==> src/rtl/data_cache_ctrl.sv <==
`default_nettype none
// ============================================================================
//  Module   : data_cache_ctrl
//  Purpose  : Miss / write-back controller for a direct-mapped, write-allocate,
//             write-back data cache. Drives the tag RAM, sequences dirty-line
//             write-back and line refill over a word-serial req/ack memory
//             port, and stalls the MEM stage until the access hits.
//  Options  : DCACHE_STATS_EN - adds saturating hit_count / miss_count ports.
//  Revision : 1.0 - initial release
// ============================================================================
module data_cache_ctrl #(
   parameter int INDEX_BITS    = 6,
   parameter int WORD_OFF_BITS = 2,
   parameter int TAG_BITS      = 22
) (
   input  logic                     clock,
   input  logic                     reset_n,
   // MEM-stage request
   input  logic                     cpu_req,
   input  logic                     cpu_we,
   input  logic [31:0]              cpu_addr,
   output logic                     cpu_stall,
   // Tag RAM
   output logic                     tag_we,
   output logic [INDEX_BITS-1:0]    tag_index,
   output logic                     tag_valid_wr,
   output logic                     tag_dirty_wr,
   output logic [TAG_BITS-1:0]      tag_tag_wr,
   input  logic                     tag_valid_rd,
   input  logic                     tag_dirty_rd,
   input  logic [TAG_BITS-1:0]      tag_tag_rd,
   // Data array word select / refill write
   output logic [WORD_OFF_BITS-1:0] line_word,
   output logic                     refill_we,
   // Word-serial memory port
   output logic                     mem_req,
   output logic                     mem_we,
   output logic [31:0]              mem_addr,
   input  logic                     mem_ack
`ifdef DCACHE_STATS_EN
   ,
   output logic [31:0]              hit_count,
   output logic [31:0]              miss_count
`endif
);

   // Controller states
   typedef enum logic [1:0] {
      S_IDLE      = 2'd0,
      S_WRITEBACK = 2'd1,
      S_REFILL    = 2'd2,
      S_UPDATE    = 2'd3
   } state_t;

   // Last word of a line and the counter increment
   localparam logic [WORD_OFF_BITS-1:0] c_CNT_MAX = '1;
   localparam logic [WORD_OFF_BITS-1:0] c_CNT_ONE = WORD_OFF_BITS'(1);

   state_t                     r_state;
   logic [WORD_OFF_BITS-1:0]   r_cnt;

   logic [TAG_BITS-1:0]        w_cpu_tag;
   logic [INDEX_BITS-1:0]      w_index;
   logic                       w_hit;
   logic                       w_last;
   logic                       w_unused;

   // Address field split: tag | index | word | byte
   assign w_cpu_tag = cpu_addr[31 -: TAG_BITS];
   assign w_index   = cpu_addr[2 + WORD_OFF_BITS +: INDEX_BITS];
   assign tag_index = w_index;

   // Byte offset within a word is irrelevant to the controller
   assign w_unused  = ^cpu_addr[1:0];

   // Hit when the stored line is valid and its tag matches the request
   assign w_hit  = tag_valid_rd && (tag_tag_rd == w_cpu_tag);
   assign w_last = (r_cnt == c_CNT_MAX);

   // State and word counter; cnt wraps to 0 after the last word of a line
   always_ff @(posedge clock or negedge reset_n) begin
      if (!reset_n) begin
         r_state <= S_IDLE;
         r_cnt   <= '0;
      end else begin
         case (r_state)
            S_IDLE: begin
               if (cpu_req && !w_hit) begin
                  r_cnt <= '0;
                  if (tag_valid_rd && tag_dirty_rd) begin
                     r_state <= S_WRITEBACK;
                  end else begin
                     r_state <= S_REFILL;
                  end
               end
            end
            S_WRITEBACK: begin
               if (mem_ack) begin
                  r_cnt <= r_cnt + c_CNT_ONE;
                  if (w_last) begin
                     r_state <= S_REFILL;
                  end
               end
            end
            S_REFILL: begin
               if (mem_ack) begin
                  r_cnt <= r_cnt + c_CNT_ONE;
                  if (w_last) begin
                     r_state <= S_UPDATE;
                  end
               end
            end
            S_UPDATE: begin
               r_state <= S_IDLE;
            end
            default: begin
               r_state <= S_IDLE;
               r_cnt   <= '0;
            end
         endcase
      end
   end

   // Output decode; every output except tag_index is forced low while reset
   // is asserted so an in-flight transfer is dropped immediately
   always_comb begin
      cpu_stall    = 1'b0;
      tag_we       = 1'b0;
      tag_valid_wr = 1'b0;
      tag_dirty_wr = 1'b0;
      tag_tag_wr   = '0;
      line_word    = '0;
      refill_we    = 1'b0;
      mem_req      = 1'b0;
      mem_we       = 1'b0;
      mem_addr     = '0;
      if (reset_n) begin
         case (r_state)
            S_IDLE: begin
               if (cpu_req) begin
                  if (w_hit) begin
                     // Store hit marks the line dirty, tag unchanged
                     if (cpu_we) begin
                        tag_we       = 1'b1;
                        tag_valid_wr = 1'b1;
                        tag_dirty_wr = 1'b1;
                        tag_tag_wr   = tag_tag_rd;
                     end
                  end else begin
                     cpu_stall = 1'b1;
                  end
               end
            end
            S_WRITEBACK: begin
               // Victim address is rebuilt from the stored tag
               cpu_stall = 1'b1;
               mem_req   = 1'b1;
               mem_we    = 1'b1;
               mem_addr  = {tag_tag_rd, w_index, r_cnt, 2'b00};
               line_word = r_cnt;
            end
            S_REFILL: begin
               cpu_stall = 1'b1;
               mem_req   = 1'b1;
               mem_addr  = {w_cpu_tag, w_index, r_cnt, 2'b00};
               line_word = r_cnt;
               refill_we = mem_ack;
            end
            S_UPDATE: begin
               // Install the new line clean; a store retry dirties it
               cpu_stall    = 1'b1;
               tag_we       = 1'b1;
               tag_valid_wr = 1'b1;
               tag_dirty_wr = 1'b0;
               tag_tag_wr   = w_cpu_tag;
            end
            default: begin
               cpu_stall = 1'b1;
            end
         endcase
      end
   end

`ifdef DCACHE_STATS_EN
   logic w_hit_evt;
   logic w_miss_evt;

   assign w_hit_evt  = (r_state == S_IDLE) && cpu_req && w_hit;
   assign w_miss_evt = (r_state == S_IDLE) && cpu_req && !w_hit;

   // Saturating hit / miss counters
   always_ff @(posedge clock or negedge reset_n) begin
      if (!reset_n) begin
         hit_count  <= '0;
         miss_count <= '0;
      end else begin
         if (w_hit_evt && (hit_count != '1)) begin
            hit_count <= hit_count + 32'd1;
         end
         if (w_miss_evt && (miss_count != '1)) begin
            miss_count <= miss_count + 32'd1;
         end
      end
   end
`endif

endmodule
`default_nettype wire

==> config.mk <==
export PLATFORM = sky130hd
export DESIGN_NAME = data_cache_ctrl
export DESIGN_NICKNAME = d
export VERILOG_FILES = /design/src/rtl/data_cache_ctrl.sv
export SDC_FILE = /design/constraint.sdc
export NUM_CORES = 1
export LEC_CHECK = 0
export CORE_MARGIN = 4
export CORE_UTILIZATION = 28
export CTS_CLUSTER_DIAMETER = 50
export DETAILED_ROUTE_END_ITERATION = 10
export GPL_TIMING_DRIVEN = 0
export PLACE_DENSITY = 0.78
export SETUP_SLACK_MARGIN = 0.05
export SLEW_MARGIN = 20
export SYNTH_ARGS = -nofsm -noshare
export SYNTH_HDL_FRONTEND = slang
export SYNTH_SLANG_ARGS = --single-unit
==> constraint.sdc <==
create_clock -name clock -period 2.2 [get_ports clock]
set_input_delay 0.33 -clock clock [delete_from_list [all_inputs] [get_ports clock]]
set_output_delay 0.33 -clock clock [all_outputs]
set_load 0.02 [all_outputs]
==> flow_metrics.env <==
export IMPL_vias_per_cell=5.14
export IMPL_min_period_ns=2.36
export IMPL_insertion_delay_ns=0.22
export IMPL_drive_gt1_share_pct=52.2
export IMPL_max_freq_ghz=0.425
export IMPL_grt_max_degree=13
export IMPL_start_util_pct=29.4
export IMPL_tritoncts="done"
export IMPL_synth_top_cell_by_area="a22o_1"
export IMPL_p_seq_share_pct=5.2
export IMPL_postRouteAntennaNets=0
export IMPL_die_y_um=78.9
export IMPL_drc=0
export IMPL_p_total_uw=2880
export IMPL_crit_top_cell="buf_6"
export IMPL_synth_edf_count=0
export IMPL_antenna_found_initial=0
export IMPL_synth_area_mm2=0.00141
export IMPL_routedWlPerCell_um=16.9
export IMPL_rsz0062_at_grt="yes"
export IMPL_gp_congestion=0.897
export IMPL_cpMaxStageDelayCell="dfrtp_1"
export IMPL_synthDominantCellAreaShare_pct=13.7
export IMPL_ys_ff_latch=4
export IMPL_ys_flop_type="dfrtp_1"
export IMPL_status="finished with violations"
export IMPL_power_density_mw_per_mm2=965
export IMPL_dpl_cell_area_mm2=0.00273
export IMPL_slowest_delay_ns=0.38
export IMPL_nets=416
export IMPL_grt_pass1_vias=2085
export IMPL_first_iter_violations=167
export IMPL_timing_max_cap_violations=0
export IMPL_synth_distinct_cells=39
export IMPL_start_kind="flop"
export IMPL_cp_arrival_ns=2.03
export IMPL_yosys_warnings=0
export IMPL_p_clk_share_pct=5.5
export IMPL_pwr_share_comb_pct=89.3
export IMPL_ir_worst_vdd_mv=0.362
export IMPL_path_clk_slew_ns=0.03
export IMPL_p_sw_share_pct=50.6
export IMPL_ys_seq_area_share_pct=7.12
export IMPL_overflow=0
export IMPL_p_leak_uw=0.00146
export IMPL_internal_power_uw=1420
export IMPL_yosys_top_cells_area="a22o_1 (14%), a22oi_1 (13%), nor2_1 (7.7%)"
export IMPL_setup_viol=23
export IMPL_grt_pass1_wl_um=10100
export IMPL_rr_startpoint="r_state[1]"
export IMPL_cp_end_kind="output pin"
export IMPL_cts_made_buffers=3
export IMPL_drt_total_wl_um=7020
export IMPL_worst_slack_ns=-0.155
export IMPL_crit_type="flop to output pin"
export IMPL_htreeDepth=1
export IMPL_synth_top_cells_by_count="nor2_1 (29), a22oi_1 (24), a22o_1 (22)"
export IMPL_nFillCells=448
export IMPL_crit_path_max_fanout=7
export IMPL_n_antenna_cell=0
export IMPL_cts_sinks=4
export IMPL_report_final_hold_viol_count=0
export IMPL_required_ns=1.87
export IMPL_report_final_slew_viol_count=0
export IMPL_firstDrtPassIters=4
export IMPL_ys_async_sr_fraction_pct=100
export IMPL_hold_class="primary input to asynchronous set/reset pin"
export IMPL_core_area_mm2=0.00479
export IMPL_hpwl_um=4940
export IMPL_die_area_mm2=0.00622
export IMPL_via_count=2127
export IMPL_finalClockSkew_ns=0.00265
export IMPL_crit_path_cell_trace="inv_2 -> ha_4 -> and3_4 -> and3b_1 -> and4_1 -> buf_6 -> clkbuf_16 -> a22o_1 -> buf_6"
export IMPL_die_w_um=78.9
export IMPL_synth_most_common_cell="nor2_1"
export IMPL_avgSynthCellArea_um2=7.25
export IMPL_fin_area_mm2=0.00298
export IMPL_period_share_pct=107
export IMPL_pin_count=130
export IMPL_syn2layout_area_growth_pct=112
export IMPL_utilization_pct=62.3
export IMPL_netlist_instances=194
export IMPL_crit_start="r_state[1]"
export IMPL_root_buffer="clkbuf_8"
export IMPL_placement_io_buffers=123
export IMPL_power_switching_uw=1460
export IMPL_std_cell_rows=25
export IMPL_track_usage_pct=20.1
export IMPL_violations="setup timing"
export IMPL_clk_path_buf_depth=2
-- critical path: cells and delay by family, from the launching register on --
kind	cells	cell delay (ns)
buf+inv	4	0.59
compound gates	1	0.14
flops	1	0.38
simple gates	3	0.55
fa+ha+maj	1	0.15
-- final cells by class --
type                    count  area (um^2)  area share [%]
multi-input cells         162         1320            44.4
inverters                   5         21.3           0.714
well taps                  67         83.8            2.81
flip-flops and latches      4          100            3.36
plain buffers              21          204            6.84
repair buffers            152         1210            40.5
clock buffers               3         41.3            1.39
-- flip-flops by register name, summed over array words and instances (netlist names) --
signal and count:
r_state 2, r_cnt 2
-- path summary, 6_finish.rpt --
path	slack, ns	endpoint	depth (start not counted)
max in group asynchronous	1.69	r_cnt[0]	1
min in group clock	0.57	r_state[0]	4
max reg2reg	0.37	r_cnt[1]	7
max	-0.16	tag_tag_wr[10]	9
min	0.18	r_state[1]	1
min reg2reg	0.65	r_cnt[0]	2
-- what timing repair did --
action / 4_1_cts / 5_1_grt
pin swaps: 18 / 35
cloned: 0 / 3
endpoints found under the setup margin: 61 / 56
buffers inserted: 14 / 13
endpoints found under the hold margin: 0 / 0
gates resized for setup: 347 / 134
hold buffers: 0 / 0
-- cells by family after synthesis --
kind of cell    synth area share [%]
fa+ha+maj                       5.34
flops                           7.12
buf+inv                         12.3
mux                            0.712
simple gates                    27.8
other cells                    0.267
xor+xnor                        13.7
compound gates                  32.8
-- layer usage --
layer | wire [um] | track usage (%) | vias up
met2 | 3490 | 35.0 | 100
met3 | 523 | 4.31 | 16
met5 | 0 | 0 | -
met1 | 2840 | 24.8 | 1002
li1 | - | - | 1009
met4 | 166 | 6.36 | 0
-- metrics by stage --
stage	worst slack, ns	TNS (ns)	hold slack (ns)	cells
floorplan	0.0306	0	0.0344	195
global placement	-0.919	-43.79	0.618	385
detailed placement	-0.919	-45.22	0.625	385
CTS	-0.170	-3.22	0.185	400
global route	-0.209	-4.12	0.217	414
finish	-0.155	-2.80	0.180	414
-- cell usage in the layout (no fill, tap or decap), drive strengths merged, types with 2 or more instances in the layout --
master / count
nor4: 3
conb: 2
xnor2: 11
xor2: 11
and3: 4
a22oi: 24
clkdlybuf4s15: 5
inv: 5
ha: 6
o21ai: 2
and4: 2
and2: 9
a21oi: 3
a22o: 22
buf: 94
nor3: 4
and3b: 3
clkdlybuf4s50: 15
nand4: 4
clkbuf: 54
nand2: 6
dfrtp: 4
dlygate4sd2: 7
nor2b: 4
nor2: 29
-- power by group through the flow --
stage | Clock [uW] | Combinational (uW) | Sequential (uW)
4_1_cts | 159 | 2400 | 144
5_1_grt | 167 | 2740 | 152
6_report | 159 | 2570 | 150
2_1_floorplan | 0 | 1230 | 141
3_5_place_dp | 0 | 2090 | 149
3_3_place_gp | 0 | 2060 | 149
Power figures use the tool's default switching activity.
